$ cat src/rtl/cmp_share_arbiter.sv
// Round-robin front end that time-shares one 32-bit unsigned magnitude comparator
// among NREQ requesters, one transaction in flight, with valid/ready request and response.

module comparator_32bit (
  input  logic [31:0] a_i,
  input  logic [31:0] b_i,
  output logic        lt_o,
  output logic        eq_o,
  output logic        gt_o
);

  assign lt_o = (a_i < b_i);
  assign eq_o = (a_i == b_i);
  assign gt_o = (a_i > b_i);

endmodule

module cmp_share_arbiter #(
  parameter int NREQ = 4
) (
  input  logic                   clk_i,
  input  logic                   rst_ni,
  input  logic [NREQ-1:0]        req_valid_i,
  output logic [NREQ-1:0]        req_ready_o,
  input  logic [32*NREQ-1:0]     req_a_i,
  input  logic [32*NREQ-1:0]     req_b_i,
  output logic                   rsp_valid_o,
  input  logic                   rsp_ready_i,
  output logic [$clog2(NREQ)-1:0] rsp_id_o,
  output logic                   rsp_lt_o,
  output logic                   rsp_eq_o,
  output logic                   rsp_gt_o,
  output logic [31:0]            rsp_result_o,
  output logic                   busy_o
);

  localparam int IDW    = $clog2(NREQ);
  localparam int DATA_W = 32;

  typedef enum logic [1:0] {
    IDLE = 2'd0,
    CMP  = 2'd1,
    RESP = 2'd2
  } state_t;

  state_t              state_q, state_d;
  logic [IDW-1:0]      last_q, last_d;
  logic [IDW-1:0]      id_q, id_d;
  logic [DATA_W-1:0]   op_a_q, op_a_d;
  logic [DATA_W-1:0]   op_b_q, op_b_d;
  logic                rsp_valid_q, rsp_valid_d;
  logic [IDW-1:0]      rsp_id_q, rsp_id_d;
  logic                rsp_lt_q, rsp_lt_d;
  logic                rsp_eq_q, rsp_eq_d;
  logic                rsp_gt_q, rsp_gt_d;

  logic                any_valid;
  logic [IDW-1:0]      grant_idx;
  logic [IDW-1:0]      cand;
  logic [DATA_W-1:0]   sel_a, sel_b;
  logic [NREQ-1:0]     req_ready;
  logic                cmp_lt, cmp_eq, cmp_gt;

  // Search starts one past the last grantee so every requester is reached within NREQ grants.
  always_comb begin
    any_valid = 1'b0;
    grant_idx = '0;
    cand      = '0;
    for (int i = 1; i <= NREQ; i++) begin
      cand = IDW'((int'(last_q) + i) % NREQ);
      if (!any_valid && req_valid_i[cand]) begin
        any_valid = 1'b1;
        grant_idx = cand;
      end
    end
  end

  always_comb begin
    sel_a = '0;
    sel_b = '0;
    for (int k = 0; k < NREQ; k++) begin
      if (grant_idx == IDW'(k)) begin
        sel_a = req_a_i[32*k +: 32];
        sel_b = req_b_i[32*k +: 32];
      end
    end
  end

  always_comb begin
    req_ready = '0;
    if (state_q == IDLE && any_valid) begin
      req_ready[grant_idx] = 1'b1;
    end
  end

  comparator_32bit u_cmp (
    .a_i  (op_a_q),
    .b_i  (op_b_q),
    .lt_o (cmp_lt),
    .eq_o (cmp_eq),
    .gt_o (cmp_gt)
  );

  always_comb begin
    state_d     = state_q;
    last_d      = last_q;
    id_d        = id_q;
    op_a_d      = op_a_q;
    op_b_d      = op_b_q;
    rsp_valid_d = rsp_valid_q;
    rsp_id_d    = rsp_id_q;
    rsp_lt_d    = rsp_lt_q;
    rsp_eq_d    = rsp_eq_q;
    rsp_gt_d    = rsp_gt_q;
    case (state_q)
      IDLE: begin
        if (any_valid) begin
          op_a_d  = sel_a;
          op_b_d  = sel_b;
          id_d    = grant_idx;
          last_d  = grant_idx;
          state_d = CMP;
        end
      end
      CMP: begin
        rsp_lt_d    = cmp_lt;
        rsp_eq_d    = cmp_eq;
        rsp_gt_d    = cmp_gt;
        rsp_id_d    = id_q;
        rsp_valid_d = 1'b1;
        state_d     = RESP;
      end
      RESP: begin
        // Response fields are left as-is after the handshake; only valid drops.
        if (rsp_ready_i) begin
          rsp_valid_d = 1'b0;
          state_d     = IDLE;
        end
      end
      default: begin
        state_d     = IDLE;
        rsp_valid_d = 1'b0;
      end
    endcase
  end

  always_ff @(posedge clk_i or negedge rst_ni) begin
    if (!rst_ni) begin
      state_q     <= IDLE;
      last_q      <= IDW'(NREQ - 1);
      id_q        <= '0;
      op_a_q      <= '0;
      op_b_q      <= '0;
      rsp_valid_q <= 1'b0;
      rsp_id_q    <= '0;
      rsp_lt_q    <= 1'b0;
      rsp_eq_q    <= 1'b0;
      rsp_gt_q    <= 1'b0;
    end else begin
      state_q     <= state_d;
      last_q      <= last_d;
      id_q        <= id_d;
      op_a_q      <= op_a_d;
      op_b_q      <= op_b_d;
      rsp_valid_q <= rsp_valid_d;
      rsp_id_q    <= rsp_id_d;
      rsp_lt_q    <= rsp_lt_d;
      rsp_eq_q    <= rsp_eq_d;
      rsp_gt_q    <= rsp_gt_d;
    end
  end

  assign req_ready_o  = req_ready;
  assign rsp_valid_o  = rsp_valid_q;
  assign rsp_id_o     = rsp_id_q;
  assign rsp_lt_o     = rsp_lt_q;
  assign rsp_eq_o     = rsp_eq_q;
  assign rsp_gt_o     = rsp_gt_q;
  assign rsp_result_o = {30'd0, rsp_gt_q, rsp_lt_q};
  assign busy_o       = (state_q != IDLE);

endmodule
$ cat config.mk
export PLATFORM = sky130hd
export DESIGN_NAME = cmp_share_arbiter
export DESIGN_NICKNAME = d
export VERILOG_FILES = /design/src/rtl/cmp_share_arbiter.sv
export SDC_FILE = /design/constraint.sdc
export NUM_CORES = 1
export LEC_CHECK = 0
export CAP_MARGIN = 5
export CORE_AREA = 2 2 118 120
export CTS_BUF_LIST = sky130_fd_sc_hd__clkbuf_8
export DETAILED_ROUTE_END_ITERATION = 10
export DIE_AREA = 0 0 120 122
export GPL_TIMING_DRIVEN = 0
export HOLD_SLACK_MARGIN = 0.12
export PLACE_DENSITY = 0.93
export SLEW_MARGIN = 20
export SYNTH_ARGS = -nofsm -noshare
export SYNTH_HDL_FRONTEND = slang
export SYNTH_SLANG_ARGS = --single-unit
export TNS_END_PERCENT = 1
$ cat constraint.sdc
create_clock -name clk_i -period 3.6 [get_ports clk_i]
set_input_delay 0.72 -clock clk_i [delete_from_list [all_inputs] [get_ports clk_i]]
set_output_delay 0.72 -clock clk_i [all_outputs]
set_load 0.05 [all_outputs]
==> parameters.txt <==
Parameter                              Value

CTS
  CTS Buf Count    9
  Root Buffer Master    clkbuf_8
  CTS tree    done
  Number of setup buffers added after CTS    0
  Total number of H-tree levels    3
  Count of clock tree sinks    76
  Clk Latency, worst-skew pair    0.35 ns
  CTS clk-pin slew, worst paths    0.08 ns
  Largest buffer count on any clock path    2

Layout
  Area taken by multi-input logic gates    0.00340 mm²
  Area of all sequential standard cells    0.00190 mm²
  Fill cell total of the finished layout    1112
  Area added between synthesis and finish    56.0%
  Number of cells in the finished layout apart from fillers    1177
  Util after Layout    67.7%
  Share of post-route cells with drive strength above 1    13.0%
  Antenna diodes    0
  Net count, final    1288

Setup path
  Number of cells on the worst reg-to-reg path    7
  Delay of the slowest critical-path stage    0.59 ns
  Kind of start point of the critical path    primary input
  Critical path fanouts, max    10
  Critical path startpoint    req_valid_i[0]
  CP endpoint kind    output port
  Sequence of cells on the critical path    clkdlybuf4s50_1 -> nand2b_1 -> o22ai_2 -> or2_1 -> clkbuf_4 -> buf_6 -> buf_6 -> nor3_1 -> clkbuf_4
  Worst endpoint required time    2.88 ns
  Termination of the worst setup path    req_ready_o[0]
  Worst endpoint data arrival time    2.78 ns
  Type of the worst setup path    primary input to output port
  Library cell contributing the largest single delay on the critical path    clkdlybuf4s50_1
  Terminus of the critical flop-to-flop path    op_a_q[16]
  Worst R2R Setup Slack    1.34 ns
  Reg2reg start    last_q[1]

Run status
  Run status    complete, no violations

Synth
  Area contributors post-synth    dfrtp_1 (32%), ha_1 (6.8%), a21o_1 (6.4%), a221oi_1 (6.0%), o21ai_0 (5.2%)
  Yosys synthesis warning count    0
  Library cells used by synthesis    50
  Sequential area share after synthesis    32.5%
  Number of register bits inferred by synthesis    76
  Most area-hungry cell type in the Yosys netlist    dfrtp_1
  Most used flip-flop cell after synthesis    dfrtp_1
  Number of enable-type register cells in the synthesized netlist    0
  Most frequent cells after synthesis    dfrtp_1 (74), o21ai_0 (61), nand3_1 (52)
  Fraction of synthesis flops using an asynchronous set or reset pin    100%
  Area share of the largest cell type after synthesis    31.6%
  Synthesized instance count    678
  Post-synthesis instance area    0.00586 mm²
  Average footprint of a synthesized cell    8.65 µm²
  Leading cell type by number of instances after synthesis    dfrtp_1

Power
  Largest voltage drop on the vdd net    0.000316 V
  PD cells    716 mW/mm²
  Leakage power    3.96 nW

Drt
  Detailed-routing iteration count for the pre-antenna-repair pass    5
  Number of DRC markers after the initial detailed-route iteration    479
  ANT nets after route    0
  Vias after detailed routing    6653
  Post-Route WL    22900 µm
  Via density    5.65
  DRC    0
  Routed wire length per instance    19.4 µm

STA
  Final slew viol count    0
  Max_slew headroom    54.2%
  Transition time at the pin with the least slew margin    0.687 ns
  Crit path setup slack, layout    0.104 ns
  Post-route minimum period    3.50 ns
  Final period utilization    97.1%
  Setup Total Neg Slack    0 ns
  Final hold violation count    0
  Layout Skew    0.00882 ns
  Finish-stage setup viols    0
  Fmax    286 MHz

Floorplanning
  Num rows    43
  Top Ports    306
  Die Height    122 µm
  Initial Util    43.4%
  Die area    0.0146 mm²
  Core area    0.0135 mm²
  Chip Width    120 µm

Global routing
  Overall overflow remaining after global route    0
  First-pass GRT wire length    34400 µm
  All-Layer GR Usage    30.5%
  Largest net degree at the start of global routing    42
  Via count of the first global-routing pass    6511
  Initial antenna violation count    0

Placed design
  Cell total after placement    1163
  Global placement routability congestion    0.898
  Buffers on Ports    275
  Total half-perimeter wirelength after legalization and detailed placement    17800 µm
  Post-placement worst setup slack    -0.679 ns

Min path
  Worst hold path type    primary input to asynchronous set/reset pin

Run
  Total of max-cap violations    0
sequential cells by signal, indices dropped and copies added (netlist names):
register,flops
rsp_gt_o,1
state_q,2
rsp_lt_o,1
rsp_id_o,2
op_b_q,32
id_q,2
rsp_valid_o,1
last_q,2
op_a_q,32
rsp_eq_o,1
final cells by class:
type                       instances  share of cell area [%]
inverter                          36                    1.48
clock inverter                     6                   0.369
tap                              180                    2.46
buffer                            92                    6.05
multi-input combinational        502                    37.2
sequential                        76                    20.8
clock buffer                       9                    1.35
timing repair buffer             276                    30.2
per-stage QoR:
step	total power [mW]	hold WS, ns	cell area, µm²
after CTS	6.48	0.335	9110
after detailed placement	5.92	0.473	8970
final	6.55	0.320	9140
after floorplan	4.46	0.424	5970
after global routing	7.03	0.351	9140
after global placement	5.80	0.460	8950
layout by cell type, fill, tap and decap left out, drive strengths merged, types with 2 or more instances in the layout:
cell type and count:
dfrtp 74, nand2b 3, a211oi 17, nand3 52, conb 30, a22oi 27, and3 17, o211ai 2
buf 68, nor4 2, nand4 6, o22ai 7, clkdlybuf4s50 268, a221oi 50, dfstp 2, inv 37
or2 3, a21oi 35, clkinv 3, dlymetal6s2s 2, o21ai 68, a31oi 2, nor3 4, clkbuf 39
ha 32, mux2 2, o21a 3, o221ai 15, clkinvlp 2, a21o 50, nor2b 3, nor2 35
nand2 26
what timing repair did:
| item | CTS | global route |
|---|---|---|
| endpoints found under the setup margin | 4 | 4 |
| cloned | 0 | 0 |
| gates resized for setup | 27 | 12 |
| hold buffers | 0 | 0 |
kinds of logic after synthesis:
| logic type | Yosys count | synth area share, % |
|---|---|---|
| other | 1 | 0.0640 |
| AO/OA/AOI/OAI | 283 | 35.7 |
| multiplexers | 3 | 0.555 |
| adder cells (fa/ha/maj) | 32 | 6.83 |
| AND/OR/NAND/NOR | 154 | 12.7 |
| flip-flops | 76 | 32.5 |
| buffers and inverters | 129 | 11.6 |
worst max-delay path: cells and delay by family:
family | cells | cell delay [ns]
AO/OA/AOI/OAI | 1 | 0.11
buffers and inverters | 5 | 1.36
AND/OR/NAND/NOR | 3 | 0.58
worst min path at each step:
stage	start	end	slack (ns)	depth (start not counted)
after global routing	rst_ni	op_b_q[2]	0.35	1
after detailed placement	rsp_eq_o	rsp_eq_o	0.47	2
after floorplan	rst_ni	id_q[0]	0.42	0
after global placement	rsp_valid_o	rsp_valid_o	0.46	1
after CTS	rst_ni	op_b_q[2]	0.34	1
final	rst_ni	op_b_q[2]	0.32	1
power breakdown:
part	switching (mW)	internal (mW)
registers	0.274	1.31
logic	2.64	1.76
clock network	0.323	0.240
layer usage:
| metal | GRT usage, % | share of wire (%) | wire, µm | up-vias |
|---|---|---|---|---|
| li1 | - | - | - | 3125 |
| met1 | 40.8 | 41 | 9480 | 3143 |
| met2 | 50.4 | 48 | 11000 | 349 |
| met3 | 5.90 | 8.3 | 1900 | 36 |
| met4 | 8.60 | 2.0 | 454 | 0 |
| met5 | 0 | 0 | 0 | - |
Note: power is estimated with default switching activity, not from simulation.
